==> src/rtl/apa102_strip_rx_if.sv <==
// Strip pins and pixel output bus for apa102_strip_rx.
// APA102_RX_FB_EN adds the fb_out framebuffer vector.
interface apa102_strip_rx_if #(
  parameter int unsigned IDX_W = 6
`ifdef APA102_RX_FB_EN
  ,
  parameter int unsigned NUM_LEDS = 64
`endif
);
  logic             sclk_in;
  logic             sdata_in;
  logic             pix_valid;
  logic [IDX_W-1:0] pix_index;
  logic [4:0]       pix_bright;
  logic [7:0]       pix_blue;
  logic [7:0]       pix_green;
  logic [7:0]       pix_red;
  logic             frame_done;
  logic             frame_err;
  logic             busy;
`ifdef APA102_RX_FB_EN
  logic [NUM_LEDS-1:0] fb_out;
`endif

  modport master (
    input  sclk_in,
    input  sdata_in,
    output pix_valid,
    output pix_index,
    output pix_bright,
    output pix_blue,
    output pix_green,
    output pix_red,
    output frame_done,
    output frame_err,
`ifdef APA102_RX_FB_EN
    output fb_out,
`endif
    output busy
  );

  modport slave (
    output sclk_in,
    output sdata_in,
    input  pix_valid,
    input  pix_index,
    input  pix_bright,
    input  pix_blue,
    input  pix_green,
    input  pix_red,
    input  frame_done,
    input  frame_err,
`ifdef APA102_RX_FB_EN
    input  fb_out,
`endif
    input  busy
  );
endinterface

==> src/rtl/apa102_strip_rx.sv <==
// APA102 two-wire stream receiver: oversamples sclk, emits one strobe per LED word.
// Define APA102_RX_FB_EN to add the one-bit-per-LED framebuffer output fb_out.
module apa102_strip_rx #(
  parameter int unsigned NUM_LEDS    = 64,
  parameter int unsigned IDX_W       = 6,
  parameter int unsigned TIMEOUT_CYC = 4096
`ifdef APA102_RX_FB_EN
  ,
  parameter logic [31:0] FG_COLOUR   = 32'hf0000f00
`endif
) (
  input logic               clk,
  input logic               reset,
  apa102_strip_rx_if.master bus
);

  localparam int unsigned      TO_W     = $clog2(TIMEOUT_CYC + 1);
  localparam logic [IDX_W-1:0] LAST_LED = IDX_W'(NUM_LEDS - 1);
  localparam logic [TO_W-1:0]  TO_LAST  = TO_W'(TIMEOUT_CYC - 1);

  typedef enum logic [0:0] {StSync, StData} state_e;

  state_e           state_q;
  logic             sclk_s1, sclk_s2, sclk_s3;
  logic             sdata_s1, sdata_s2;
  logic             sclk_fall, sclk_edge;
  logic [5:0]       zero_cnt_q;
  logic [5:0]       bit_cnt_q;
  logic [IDX_W-1:0] led_cnt_q;
  logic [TO_W-1:0]  to_cnt_q;
  logic [31:0]      shift_q;
  logic [31:0]      word_q;
  logic             pend_q;

  // Equal-depth synchronizers keep data aligned with the detected clock edge.
  always_ff @(posedge clk) begin
    if (reset) begin
      sclk_s1  <= 1'b0;
      sclk_s2  <= 1'b0;
      sclk_s3  <= 1'b0;
      sdata_s1 <= 1'b0;
      sdata_s2 <= 1'b0;
    end else begin
      sclk_s1  <= bus.sclk_in;
      sclk_s2  <= sclk_s1;
      sclk_s3  <= sclk_s2;
      sdata_s1 <= bus.sdata_in;
      sdata_s2 <= sdata_s1;
    end
  end

  assign sclk_fall = sclk_s3 & ~sclk_s2;
  assign sclk_edge = sclk_s3 ^ sclk_s2;

`ifdef APA102_RX_FB_EN
  logic [NUM_LEDS-1:0] fb_shadow_q;
  logic [NUM_LEDS-1:0] fb_next;

  always_comb begin
    fb_next            = fb_shadow_q;
    fb_next[led_cnt_q] = (word_q == FG_COLOUR);
  end
`endif

  always_ff @(posedge clk) begin
    if (reset) begin
      state_q        <= StSync;
      zero_cnt_q     <= '0;
      bit_cnt_q      <= '0;
      led_cnt_q      <= '0;
      to_cnt_q       <= '0;
      shift_q        <= '0;
      word_q         <= '0;
      pend_q         <= 1'b0;
      bus.pix_valid  <= 1'b0;
      bus.pix_index  <= '0;
      bus.pix_bright <= '0;
      bus.pix_blue   <= '0;
      bus.pix_green  <= '0;
      bus.pix_red    <= '0;
      bus.frame_done <= 1'b0;
      bus.frame_err  <= 1'b0;
      bus.busy       <= 1'b0;
`ifdef APA102_RX_FB_EN
      fb_shadow_q    <= '0;
      bus.fb_out     <= '0;
`endif
    end else begin
      bus.pix_valid  <= 1'b0;
      bus.frame_done <= 1'b0;
      bus.frame_err  <= 1'b0;
      pend_q         <= 1'b0;
      case (state_q)
        StSync: begin
          to_cnt_q <= '0;
          if (sclk_fall) begin
            if (!sdata_s2) begin
              if (zero_cnt_q != 6'd32) zero_cnt_q <= zero_cnt_q + 6'd1;
            end else if (zero_cnt_q == 6'd32) begin
              // This 1 is bit 31 of LED 0.
              state_q    <= StData;
              bus.busy   <= 1'b1;
              shift_q    <= 32'd1;
              bit_cnt_q  <= 6'd1;
              led_cnt_q  <= '0;
              zero_cnt_q <= '0;
            end else begin
              zero_cnt_q <= '0;
            end
          end
        end
        StData: begin
          if (sclk_edge) to_cnt_q <= '0;
          else           to_cnt_q <= to_cnt_q + 1'b1;
          if (sclk_fall) begin
            shift_q <= {shift_q[30:0], sdata_s2};
            if (bit_cnt_q == 6'd31) begin
              word_q    <= {shift_q[30:0], sdata_s2};
              pend_q    <= 1'b1;
              bit_cnt_q <= '0;
            end else begin
              bit_cnt_q <= bit_cnt_q + 6'd1;
            end
          end
          if (pend_q) begin
            if (word_q[31:29] == 3'b111) begin
              bus.pix_valid  <= 1'b1;
              bus.pix_index  <= led_cnt_q;
              bus.pix_bright <= word_q[28:24];
              bus.pix_blue   <= word_q[23:16];
              bus.pix_green  <= word_q[15:8];
              bus.pix_red    <= word_q[7:0];
`ifdef APA102_RX_FB_EN
              fb_shadow_q    <= fb_next;
`endif
              if (led_cnt_q == LAST_LED) begin
                bus.frame_done <= 1'b1;
                led_cnt_q      <= '0;
                zero_cnt_q     <= '0;
                state_q        <= StSync;
                bus.busy       <= 1'b0;
`ifdef APA102_RX_FB_EN
                bus.fb_out     <= fb_next;
`endif
              end else begin
                led_cnt_q <= led_cnt_q + 1'b1;
              end
            end else begin
              bus.frame_err <= 1'b1;
              led_cnt_q     <= '0;
              zero_cnt_q    <= '0;
              state_q       <= StSync;
              bus.busy      <= 1'b0;
            end
          end else if (!sclk_edge && to_cnt_q == TO_LAST) begin
            // A coincident edge keeps the frame alive.
            bus.frame_err <= 1'b1;
            led_cnt_q     <= '0;
            zero_cnt_q    <= '0;
            state_q       <= StSync;
            bus.busy      <= 1'b0;
          end
        end
        default: begin
          state_q  <= StSync;
          bus.busy <= 1'b0;
        end
      endcase
    end
  end

endmodule

==> src/flat_wrapper.sv <==
// flat-port wrapper written by rule: the top's interface ports become plain ports
module apa102_strip_rx_flat 
#(
  parameter int unsigned NUM_LEDS    = 64,
  parameter int unsigned IDX_W       = 6,
  parameter int unsigned TIMEOUT_CYC = 4096

)
  (clk, reset, bus_sclk_in, bus_sdata_in, bus_pix_valid, bus_pix_index, bus_pix_bright, bus_pix_blue, bus_pix_green, bus_pix_red, bus_frame_done, bus_frame_err, bus_busy);
  apa102_strip_rx_if #(.IDX_W(IDX_W)) bus_i ();
  input logic clk;
  input logic reset;
  input wire logic [$bits(bus_i.sclk_in)-1:0] bus_sclk_in;
  input wire logic [$bits(bus_i.sdata_in)-1:0] bus_sdata_in;
  output wire logic [$bits(bus_i.pix_valid)-1:0] bus_pix_valid;
  output wire logic [$bits(bus_i.pix_index)-1:0] bus_pix_index;
  output wire logic [$bits(bus_i.pix_bright)-1:0] bus_pix_bright;
  output wire logic [$bits(bus_i.pix_blue)-1:0] bus_pix_blue;
  output wire logic [$bits(bus_i.pix_green)-1:0] bus_pix_green;
  output wire logic [$bits(bus_i.pix_red)-1:0] bus_pix_red;
  output wire logic [$bits(bus_i.frame_done)-1:0] bus_frame_done;
  output wire logic [$bits(bus_i.frame_err)-1:0] bus_frame_err;
  output wire logic [$bits(bus_i.busy)-1:0] bus_busy;
  assign bus_i.sclk_in = bus_sclk_in;
  assign bus_i.sdata_in = bus_sdata_in;
  assign bus_pix_valid = bus_i.pix_valid;
  assign bus_pix_index = bus_i.pix_index;
  assign bus_pix_bright = bus_i.pix_bright;
  assign bus_pix_blue = bus_i.pix_blue;
  assign bus_pix_green = bus_i.pix_green;
  assign bus_pix_red = bus_i.pix_red;
  assign bus_frame_done = bus_i.frame_done;
  assign bus_frame_err = bus_i.frame_err;
  assign bus_busy = bus_i.busy;
  apa102_strip_rx #(.NUM_LEDS(NUM_LEDS), .IDX_W(IDX_W), .TIMEOUT_CYC(TIMEOUT_CYC)) u_core (.clk(clk), .reset(reset), .bus(bus_i));
endmodule
==> config.mk <==
export PLATFORM = sky130hd
export DESIGN_NAME = apa102_strip_rx_flat
export DESIGN_NICKNAME = d
export VERILOG_FILES = /design/src/rtl/apa102_strip_rx_if.sv /design/src/rtl/apa102_strip_rx.sv /design/src/flat_wrapper.sv
export SDC_FILE = /design/constraint.sdc
export NUM_CORES = 1
export LEC_CHECK = 0
export BUFFER_PORTS_ARGS = -buffer_cell sky130_fd_sc_hd__buf_2
export CAP_MARGIN = 20
export CORE_MARGIN = 8
export CORE_UTILIZATION = 55
export DETAILED_ROUTE_END_ITERATION = 10
export PLACE_DENSITY = 0.73
export SETUP_SLACK_MARGIN = 0.02
export SLEW_MARGIN = 0
export SYNTH_ARGS = -nofsm -noshare
export SYNTH_HDL_FRONTEND = slang
export SYNTH_SLANG_ARGS = --single-unit
==> constraint.sdc <==
create_clock -name clk -period 4.1 [get_ports clk]
set_clock_uncertainty 0.15 [all_clocks]
set_input_delay 0.205 -clock clk [delete_from_list [all_inputs] [get_ports clk]]
set_output_delay 0.205 -clock clk [all_outputs]
set_load 0.02 [all_outputs]
==> impl_summary.log, run 1 <==
[metrics] outcome: finished clean
[metrics] capturing element type of the critical path: flip-flop
[metrics] die width: between 100 and 150 um
[metrics] ys async rst share: 0%
[metrics] PD cells: 471 mW/mm2
[metrics] wire length the detailed router placed on met1: ~5000 um
[metrics] Routed met2 length: between 4000 and 5000 um
[metrics] total instance count after detailed placement: 649
[metrics] clock network latency to the later pin of the worst-skew pair: around 500 ps
[metrics] Slew Limit Headroom: approximately 30%
[metrics] Fin Setup TNS: 0 ps
[metrics] required time of the critical path: roughly 4400 ps
[metrics] final-report setup violation count: 0
[metrics] portion of the clock cycle consumed by the worst path in the final layout: about three fifths
[metrics] most frequently used flop master after synthesis: sky130_fd_sc_hd__dfxtp_1
[metrics] portion of total power attributed to the clock network: between 40% and 50%
[metrics] top sig layer: met4
[metrics] number of DRC markers in iteration 0: around 250
[metrics] switching power: around 0.62 mW
[metrics] first-pass GRT wire length: around 18000 um
[metrics] start-to-end type of the worst setup path: flip-flop to flip-flop
[metrics] sum of net half-perimeters after detailed placement: 6640 um
[metrics] largest net degree at the start of global routing: 70
[metrics] number of global-route vias before repair: ~3700
[metrics] Post-Layout Cell Count: around 680
[metrics] remaining antenna violation count after routing: 0
[metrics] n_diodes: 0
[metrics] combinational cell fraction of total power: 1.3%
[metrics] cell-internal power: 2.15 mW
[metrics] reported max-cap violation count: 0
[metrics] Netlist cell types: between 40 and 50
[metrics] proportion of netlist area held by the largest area contributor: around 56%
[metrics] reg2reg end: u_core.word_q[21]
[metrics] switching part of the total power: between 20% and 30%
[metrics] Tmin final: 2520 ps
[metrics] most frequent cell after synthesis: sky130_fd_sc_hd__dfxtp_1
[metrics] data arrival time of the critical path: 2820 ps
[metrics] Cell Area, Synth: 0.00503 mm2
[metrics] effective utilization at floorplan: 55.5%
[metrics] quantity of gates resized following cts: 0
[metrics] H-tree depth: 4
[metrics] Reg2Reg Setup Slack: 1580 ps
[metrics] sum of routed wire length over all layers: around 11000 um
[metrics] count of buffers from port buffering: between 40 and 50
[metrics] final RePlAce weighted congestion: 0.822
[metrics] total vias in the final route: around 3900
[metrics] standby leakage power: 2.26 nW
[metrics] number of synthesized flops with an enable pin: 0
[metrics] capture point of the critical path: u_core.word_q[21]
[metrics] top post-synthesis cells by area: sky130_fd_sc_hd__dfxtp_1, sky130_fd_sc_hd__a22o_1, sky130_fd_sc_hd__nand2_1, sky130_fd_sc_hd__a21oi_1, sky130_fd_sc_hd__nor2_1
[metrics] Slew @ Worst Pin: 1060 ps
[metrics] clock sink total: 140
[metrics] number of antenna violations at the first check in global routing: 0
[metrics] number of fill cells in the layout: 755
[metrics] flip-flop and latch count after synthesis: 140
[metrics] gr usage total: 17.4%
[metrics] global route overflow: 0
[metrics] setup repair after global routing missed its margin: false
[metrics] area added between synthesis and finish: 16.8%
[metrics] num rows: 35
[metrics] met3 wire length: just under 500 um
[metrics] Max clock buf depth: 2
[metrics] Yosys warning total: 0
[metrics] Reg2Reg Launch Point: u_core.bit_cnt_q[0]
[metrics] list of most frequent post-synthesis cells: sky130_fd_sc_hd__dfxtp_1, sky130_fd_sc_hd__nand2_1, sky130_fd_sc_hd__a22o_1, sky130_fd_sc_hd__a21oi_1, sky130_fd_sc_hd__nor2_1
[metrics] CTS tree: yes
[metrics] critical-path maximum fanout: 25
[metrics] clk root buf: sky130_fd_sc_hd__clkbuf_8
[metrics] proportion of power drawn by flip-flops and latches: around half
[metrics] Final Hold Fails: 0
[metrics] timing startpoint of the critical path: u_core.bit_cnt_q[0]
[metrics] Achievable Freq: slightly below 400 MHz
[metrics] via-per-instance ratio: around 5.7
[metrics] area leader, netlist: sky130_fd_sc_hd__dfxtp_1
[metrics] syn_nets: ~530
[metrics] Routed WL per cell: between 15 and 20 um
[metrics] number of DRC violations after detailed routing: 0
[metrics] synthesized instance count: between 500 and 600
[metrics] share of the yosys chip area belonging to registers: between 50 and 60%
[metrics] pins over their slew limit: 0
[metrics] Layout Nets: 570
[metrics] worst ir drop on vdd: ~260 uV
[metrics] clock slew at reported path FFs: 60 ps
[metrics] Worst Setup Start Kind: flip-flop
[metrics] number of cells on the worst reg-to-reg path: 5
[metrics] fraction of layout instances using a drive strength above 1: between 10% and 20%
[metrics] path category of the worst min-delay check: flip-flop to flip-flop
[metrics] Ports: 43
[metrics] Die Footprint: approximately 0.012 mm2
[metrics] post-synthesis area per instance: just under 10 um2
[metrics] CTS buffer count: 17
[metrics] die height: about 110 um
[metrics] DRT Pass-1 Iters: 4
[metrics] core footprint: roughly 0.0091 mm2
timing repair:
action / CTS / global route
hold buffers: 3 / 0
hold endpoints to repair: 3 / 0
setup endpoints to repair: 0 / 0
buffers inserted: 0 / 0
routing by layer:
layer	GRT usage (%)	up-vias
met5	0	-
met4	5.83	0
met3	6.06	14
met2	26.9	81
met1	22.2	1861
li1	-	1926
layout by cell type (no fill, tap or decap), drive strengths merged, types with 2 or more instances in the layout:
cell and n:
clkbuf 20, xor2 8, nor2 44, dfxtp 140, nand4bb 3, nand4 8
nand3 9, o31ai 2, o31a 2, nand2b 3, nor3 4, and3 8
buf 47, xnor2 3, inv 14, o21ai 12, dlygate4sd3 3, ha 6
nand2 90, a22o 55, a311oi 5, clkinvlp 2, clkinv 3, nor3b 2
or3 2, mux2i 8, nor2b 7, and4 3, a21oi 46, a31oi 2
registers in the layout, indices dropped and copies added, names as in the netlist, 5 cells and up:
| register | cells |
|---|---|
| u_core.led_cnt_q | 6 |
| u_core.word_q | 32 |
| u_core.to_cnt_q | 13 |
| u_core.shift_q | 31 |
| u_core.bus.pix_green | 8 |
| u_core.bus.pix_red | 8 |
| u_core.bit_cnt_q | 6 |
| u_core.bus.pix_index | 6 |
| u_core.bus.pix_bright | 5 |
| u_core.bus.pix_blue | 8 |
| u_core.zero_cnt_q | 6 |
worst max-delay path, cell delays in order, from the launching register on:
cell and delay [ps]:
sky130_fd_sc_hd__dfxtp_1 390, sky130_fd_sc_hd__ha_1 230, sky130_fd_sc_hd__nand3_1 130, sky130_fd_sc_hd__or3b_4 460, sky130_fd_sc_hd__nor2_2 830, sky130_fd_sc_hd__a22o_1 260
worst min path at each step:
stage	startpoint	to	slack, ps	cells past startpoint
final	u_core.sclk_s1	u_core.sclk_s2	290	1
after global routing	bus_sdata_in	u_core.sdata_s1	300	3
after CTS	bus_sdata_in	u_core.sdata_s1	280	3
after detailed placement	bus_sdata_in	u_core.sdata_s1	270	2
after global placement	bus_sdata_in	u_core.sdata_s1	270	2
after floorplan	bus_sclk_in	u_core.sclk_s1	180	1
cell type report:
class	count	area [um2]	area share, %
multi-input cells	344	2070	35.3
inverters	7	26.3	0.447
flip-flops and latches	140	2800	47.7
clock buffers	20	435	7.41
repair buffers	50	298	5.07
clock inverters	12	103	1.75
well taps	111	139	2.36
per-stage QoR:
stage	instance area [um2]	setup slack, ps	hold WS (ps)	utilization (%)	power, mW
final	5880	1580	291	64.8	2.77
after global routing	5880	1430	299	64.8	2.86
after CTS	5880	1590	284	64.8	2.79
after detailed placement	5310	1640	274	58.6	1.43
after global placement	5280	1700	266	58.2	1.43
after floorplan	5030	2110	183	-	1.42
kinds of logic after synthesis:
logic type | after synthesis | share of synthesized area [%]
AND/OR/NAND/NOR | 188 | 17.6
adder cells (fa/ha/maj) | 6 | 1.49
flip-flops | 140 | 55.7
multiplexers | 8 | 1.59
XOR/XNOR | 11 | 1.91
buffers and inverters | 37 | 3.23
AO/OA/AOI/OAI | 131 | 18.5
power groups by stage:
stage	Combinational, mW	Sequential, mW	Clock, mW
global route	0.0395	1.36	1.45
detailed placement	0.0332	1.39	0
finish	0.0360	1.36	1.37
CTS	0.0361	1.36	1.39
floorplan	0.0270	1.39	0
global placement	0.0331	1.39	0
No activity file was read; power rests on OpenSTA's default activity.
==> run 2, diff against run 1 <==
ABC_AREA = 1   (was unset)
clock period = 2.4 ns   (was 4.1 ns; I/O delays follow)
==> run 2 against run 1 <==
Against the previous run: utilization up 0.40 points; register-to-register slack worse by 1200 ps; combinational power up 120%; clock-buffer cell count down 1; maximum frequency up 26%; critical path depth up 3; critical endpoint is now u_core.shift_q[13]; largest cell class unchanged; largest power group unchanged.
==> impl_summary.log, run 2 <==
[metrics] Routed WL per cell: between 10 and 15 um
[metrics] Layout Nets: between 700 and 800
[metrics] Yosys warning total: 0
[metrics] CP max stage delay: 380 ps
[metrics] hold slack final: ~260 ps
[metrics] Non-Filler Cell Area, Final: 0.00629 mm2
[metrics] total vias in the final route: 4527
[metrics] Worst Setup Start Kind: flip-flop
[metrics] Critical Path, Cell by Cell: inv_1, ha_1, nand4_1, nor2_1, nor2_4, buf_4, nand3_1, nand2_1
[metrics] Top Registers: u_core.word_q x32, u_core.shift_q x31, u_core.to_cnt_q x13
[metrics] Cell Area, Synth: about 0.0054 mm2
[metrics] post-cts hold buffer count: 5
[metrics] die width: 115 um
[metrics] first-pass GRT wire length: slightly below 20000 um
[metrics] remaining antenna violation count after routing: 0
[metrics] Slew @ Worst Pin: between 600 and 700 ps
[metrics] core footprint: around 0.0096 mm2
[metrics] global route overflow: 0
[metrics] share of the yosys chip area belonging to registers: a little over half
[metrics] pins over their slew limit: 0
[metrics] Tmin final: about 2000 ps
[metrics] startpoint of the most critical hold path: u_core.sdata_s1
[metrics] sum of routed wire length over all layers: 11500 um
[metrics] most frequent cell after synthesis: sky130_fd_sc_hd__dfxtp_1
[metrics] count of buffers from port buffering: 42
[metrics] most frequently used flop master after synthesis: sky130_fd_sc_hd__dfxtp_1
[metrics] CTS tree: yes
[metrics] sum of net half-perimeters after detailed placement: 7290 um
[metrics] number of flip-flops under the largest register name: 32
[metrics] flip-flop and latch count after synthesis: between 100 and 150
[metrics] reported max-cap violation count: 0
[metrics] post-place instance area: 0.00561 mm2
[metrics] number of antenna violations at the first check in global routing: 0
[metrics] clock network latency to the later pin of the worst-skew pair: 520 ps
[metrics] largest register by flop count: u_core.word_q
[metrics] Slew Limit Headroom: a little over half
[metrics] num rows: 36
[metrics] n_diodes: 0
[metrics] clk root buf: sky130_fd_sc_hd__clkbuf_8
[metrics] effective utilization at floorplan: a little under three fifths
[metrics] post-synthesis area per instance: just over 8 um2
[metrics] fraction of layout instances using a drive strength above 1: between 10% and 20%
[metrics] final RePlAce weighted congestion: around 0.85
[metrics] Reg2Reg Setup Slack: 400 ps
[metrics] quantity of gates resized following cts: 0
[metrics] list of most frequent post-synthesis cells: sky130_fd_sc_hd__dfxtp_1, sky130_fd_sc_hd__nand3_1, sky130_fd_sc_hd__nor2_1, sky130_fd_sc_hd__nand2_1, sky130_fd_sc_hd__inv_1
[metrics] Final Hold Fails: 0
[metrics] Finished Core Util: about two thirds
[metrics] timing startpoint of the critical path: u_core.zero_cnt_q[0]
[metrics] via-per-instance ratio: approximately 5.3
[metrics] die height: around 110 um
[metrics] number of DRC violations after detailed routing: 0
[metrics] ys async rst share: 0%
[metrics] gr usage total: between 10% and 20%
[metrics] portion of the clock cycle consumed by the worst path in the final layout: about 83%
[metrics] clock sink total: between 100 and 150
[metrics] required time of the critical path: approximately 2700 ps
[metrics] largest net degree at the start of global routing: 73
[metrics] number of buffer and inverter stages on the critical path: 2
[metrics] worst ir drop on vdd: 593 uV
[metrics] syn_nets: slightly below 700
[metrics] clock slew at reported path FFs: 60 ps
[metrics] number of DRC markers in iteration 0: 325
[metrics] standby leakage power: approximately 2.7 nW
[metrics] Post-CTS Setup Bufs: 0
[metrics] standard cell with the maximum stage delay on the critical path: sky130_fd_sc_hd__dfxtp_1
[metrics] area added between synthesis and finish: 17.2%
[metrics] proportion of netlist area held by the largest area contributor: approximately 52%
[metrics] data arrival time of the critical path: 2310 ps
[metrics] synthesized instance count: around 660
[metrics] DRT Pass-1 Iters: 5
[metrics] path category of the worst min-delay check: flip-flop to flip-flop
[metrics] area leader, netlist: sky130_fd_sc_hd__dfxtp_1
[metrics] Die Footprint: 0.0132 mm2
[metrics] number of synthesized flops with an enable pin: 0
[metrics] capturing element type of the critical path: flip-flop
[metrics] critical-path maximum fanout: 21
[metrics] Max clock buf depth: 2
[metrics] Achievable Freq: approximately 500 MHz
[metrics] outcome: finished clean
[metrics] Netlist cell types: 38
[metrics] start-to-end type of the worst setup path: flip-flop to flip-flop
[metrics] number of global-route vias before repair: 4261
[metrics] top post-synthesis cells by area: sky130_fd_sc_hd__dfxtp_1, sky130_fd_sc_hd__nand3_1, sky130_fd_sc_hd__nor2_1, sky130_fd_sc_hd__nand2_1, sky130_fd_sc_hd__o21ai_0
[metrics] CTS buffer count: 17
[metrics] most frequent standard cell in the layout excluding fill and tap cells: sky130_fd_sc_hd__dfxtp_1
[metrics] cell family with most CP delay: simple AND/OR/NAND/NOR gates
[metrics] H-tree depth: 4
[metrics] Reg2Reg Launch Point: u_core.zero_cnt_q[0]
[metrics] PD cells: just over 800 mW/mm2
[metrics] Ports: between 40 and 50
[metrics] setup repair after global routing missed its margin: false
[metrics] final-report setup violation count: 0
[metrics] Fin Setup TNS: 0 ps
[metrics] most frequent cells in the layout: sky130_fd_sc_hd__dfxtp_1, sky130_fd_sc_hd__nand3_1, sky130_fd_sc_hd__nor2_1
[run 2: metrics by stage]
step                      power (mW)  std cells  worst slack, ps
after floorplan                 2.44        663              823
after global placement          2.45        811              518
after detailed placement        2.46        811              447
after CTS                       5.20        847              420
after global routing            5.32        847              226
final                           5.16        847              405
[run 2: power breakdown]
group | switching, mW | total [mW] | internal [mW]
clock network | 0.990 | 2.74 | 1.75
registers | 0.00493 | 2.34 | 2.33
logic | 0.0577 | 0.0798 | 0.0221
total | 1.05 | 5.16 | 4.10
[run 2: logic make-up (layout without fill, tap and decap cells)]
| logic type | count (synthesis) | after routing | synth area share [%] |
|---|---|---|---|
| buffers and inverters | 89 | 140 | 7.33 |
| AOI/OAI and AO/OA | 117 | 117 | 11.7 |
| DFF | 140 | 140 | 52.3 |
| xor gates and xnor gates | 3 | 3 | 0.490 |
| and+or+nand+nor | 308 | 308 | 26.8 |
| adders and majority gates | 6 | 6 | 1.40 |
[run 2: area by class of cell]
type                       count  area [um2]
sequential                   140        2800
inverter                      54         204
timing repair buffer          55         320
tap                          133         166
fill                         872        3350
multi-input combinational    434        2170
clock inverter                12         184
clock buffer                  19         442
[run 2: worst reg2reg max path: stages (launching register included)]
cell                      delay [ps]
sky130_fd_sc_hd__dfxtp_1         380
sky130_fd_sc_hd__inv_1            90
sky130_fd_sc_hd__ha_1            210
sky130_fd_sc_hd__nand4_1         130
sky130_fd_sc_hd__nor2_1          100
sky130_fd_sc_hd__nor2_4          380
sky130_fd_sc_hd__buf_4           310
sky130_fd_sc_hd__nand3_1         100
sky130_fd_sc_hd__nand2_1          90
[run 2: worst paths after layout]
check	end	cells after the start
worst max-delay path	u_core.shift_q[13]	8
worst min-delay path	u_core.sdata_s2	2
worst max register to register	u_core.shift_q[13]	8
worst min register to register	u_core.sdata_s2	2
[run 2: per-layer routing]
metal	track usage (%)	vias to the layer above	part of all wire, %
li1	-	2293	-
met1	23.1	2125	46
met2	29.4	96	47
met3	5.30	13	5.4
met4	7.18	0	0.86
met5	0	-	0
==> run 3, diff against run 2 <==
clock period = 2 ns   (was 2.4 ns; I/O delays follow)
==> run 3 against run 2 <==
Against the previous run: total power is 18% higher; combinational power rose by 21%; largest power group unchanged; design area up 0.54%; utilization increased by 0.35 points; via count down 1.4%; worst hold slack improved by 1.5 ps.
==> impl_summary.log, run 3 (synthesis gave the netlist of run 2 again) <==
[metrics] num rows: 36
[metrics] Top Registers: u_core.word_q x32, u_core.shift_q x31, u_core.to_cnt_q x13
[metrics] Ports: 43
[metrics] path category of the worst min-delay check: flip-flop to flip-flop
[metrics] area added between synthesis and finish: 17.8%
[metrics] first-pass GRT wire length: between 15000 and 20000 um
[metrics] global route overflow: 0
[metrics] start-to-end type of the worst setup path: flip-flop to flip-flop
[metrics] Final Hold Fails: 0
[metrics] via-per-instance ratio: 5.23
[metrics] number of DRC markers in iteration 0: roughly 260
[metrics] effective utilization at floorplan: 55.6%
[metrics] CTS buffer count: 17
[metrics] total vias in the final route: about 4500
[metrics] Routed WL per cell: between 10 and 15 um
[metrics] largest register by flop count: u_core.word_q
[metrics] CTS tree: yes
[metrics] portion of the clock cycle consumed by the worst path in the final layout: 89.6%
[metrics] Layout Nets: slightly above 700
[metrics] setup repair after global routing missed its margin: false
[metrics] number of flip-flops under the largest register name: 32
[metrics] critical-path maximum fanout: 17
[metrics] final-report setup violation count: 0
[metrics] die height: about 110 um
[metrics] die width: around 110 um
[metrics] data arrival time of the critical path: around 2100 ps
[metrics] number of global-route vias before repair: between 4000 and 5000
[metrics] core footprint: 0.00964 mm2
[metrics] Post-CTS Setup Bufs: 0
[metrics] Fin Setup TNS: 0 ps
[metrics] sum of routed wire length over all layers: around 11000 um
[metrics] Worst Setup Start Kind: flip-flop
[metrics] area used by multi-input combinational logic: roughly 0.0022 mm2
[metrics] fraction of layout instances using a drive strength above 1: between 15 and 20%
[metrics] n_diodes: 0
[metrics] reported max-cap violation count: 0
[metrics] Slew @ Worst Pin: about 670 ps
[metrics] Tmin final: approximately 1800 ps
[metrics] placement-stage worst setup slack: approximately 180 ps
[metrics] standby leakage power: about 2.8 nW
[metrics] most frequent cells in the layout: sky130_fd_sc_hd__dfxtp_1, sky130_fd_sc_hd__nand3_1, sky130_fd_sc_hd__nor2_1
[metrics] worst ir drop on vdd: 431 uV
[metrics] final RePlAce weighted congestion: 0.841
[metrics] PD cells: between 900 and 1000 mW/mm2
[metrics] Finished Core Util: 65.6%
[metrics] clock slew at reported path FFs: approximately 60 ps
[metrics] Achievable Freq: around 560 MHz
[metrics] number of DRC violations after detailed routing: 0
[metrics] count of buffers from port buffering: between 40 and 50
[metrics] required time of the critical path: roughly 2300 ps
[metrics] capturing element type of the critical path: flip-flop
[metrics] gr usage total: 17.7%
[metrics] min setup slack post-route: 209 ps
[metrics] remaining antenna violation count after routing: 0
[metrics] clk root buf: sky130_fd_sc_hd__clkbuf_8
[metrics] sum of net half-perimeters after detailed placement: between 7000 and 8000 um
[metrics] post-route total power: a little over 6 mW
[metrics] Max clock buf depth: 2
[metrics] outcome: finished clean
[metrics] largest net degree at the start of global routing: slightly below 80
[metrics] clock network latency to the later pin of the worst-skew pair: between 500 and 600 ps
[metrics] number of antenna violations at the first check in global routing: 0
[metrics] DRT Pass-1 Iters: 5
[metrics] Reg area: 0.00280 mm2
[metrics] H-tree depth: 4
[metrics] pins over their slew limit: 0
[metrics] most frequent standard cell in the layout excluding fill and tap cells: sky130_fd_sc_hd__dfxtp_1
[metrics] Slew Limit Headroom: a little under three fifths
[metrics] clock sink total: 140
[metrics] number of fill cells in the layout: 847
[metrics] Die Footprint: around 0.013 mm2
-- run 3: cell count changes in the layout (fill, tap and decap cells not counted), sizes merged --
cell    before  now
inv         57   60
clkbuf      19   18
buf         50   56
bufinv       4    3
-- run 3: worst max-delay path: stages, from the launching register on --
cell                      delay [ps]
sky130_fd_sc_hd__dfxtp_1         380
sky130_fd_sc_hd__inv_1           100
sky130_fd_sc_hd__ha_1            200
sky130_fd_sc_hd__nand4_1         130
sky130_fd_sc_hd__nor2_1          100
sky130_fd_sc_hd__nor2_4          230
sky130_fd_sc_hd__buf_6           220
sky130_fd_sc_hd__nand2_1          60
sky130_fd_sc_hd__a21oi_1         150
-- run 3: cell type report --
cell class,count,share of cell area (%)
Multi-Input combinational cell,434,34.3
Clock buffer,18,6.77
Timing Repair Buffer,61,5.84
Tap cell,133,2.63
Sequential cell,140,44.3
Inverter,54,3.23
Clock inverter,14,2.85
-- run 3: metal layers --
metal,wire length (um),global-route usage (%)
met5,0,0
met4,173,8.93
met3,589,4.20
met2,5250,28.9
met1,5110,21.5
-- run 3: power by group --
part,total (mW),switching [mW],internal [mW]
combinational,0.0965,0.0676,0.0289
clock,3.18,1.22,1.96
sequential,2.80,0.00603,2.80
-- run 3: metrics by stage --
step | cell area (um2) | hold slack [ps] | instances
2_1_floorplan | 5360 | 57.0 | 663
3_3_place_gp | 5660 | 148 | 817
4_1_cts | 6310 | 259 | 854
3_5_place_dp | 5660 | 161 | 817
6_report | 6320 | 261 | 854
5_1_grt | 6320 | 283 | 854
-- run 3: worst paths after layout --
check	to	slack [ps]	cells past startpoint	start
max reg2reg	u_core.shift_q[0]	210	8	u_core.zero_cnt_q[0]
max	u_core.shift_q[0]	210	8	u_core.zero_cnt_q[0]
min	u_core.sdata_s2	260	2	u_core.sdata_s1
min reg2reg	u_core.sdata_s2	260	2	u_core.sdata_s1
-- run 3: timing repair --
action,CTS,global route
resized for setup,0,2
hold buffers,5,0
setup endpoints to repair,0,4
hold endpoints to repair,20,0
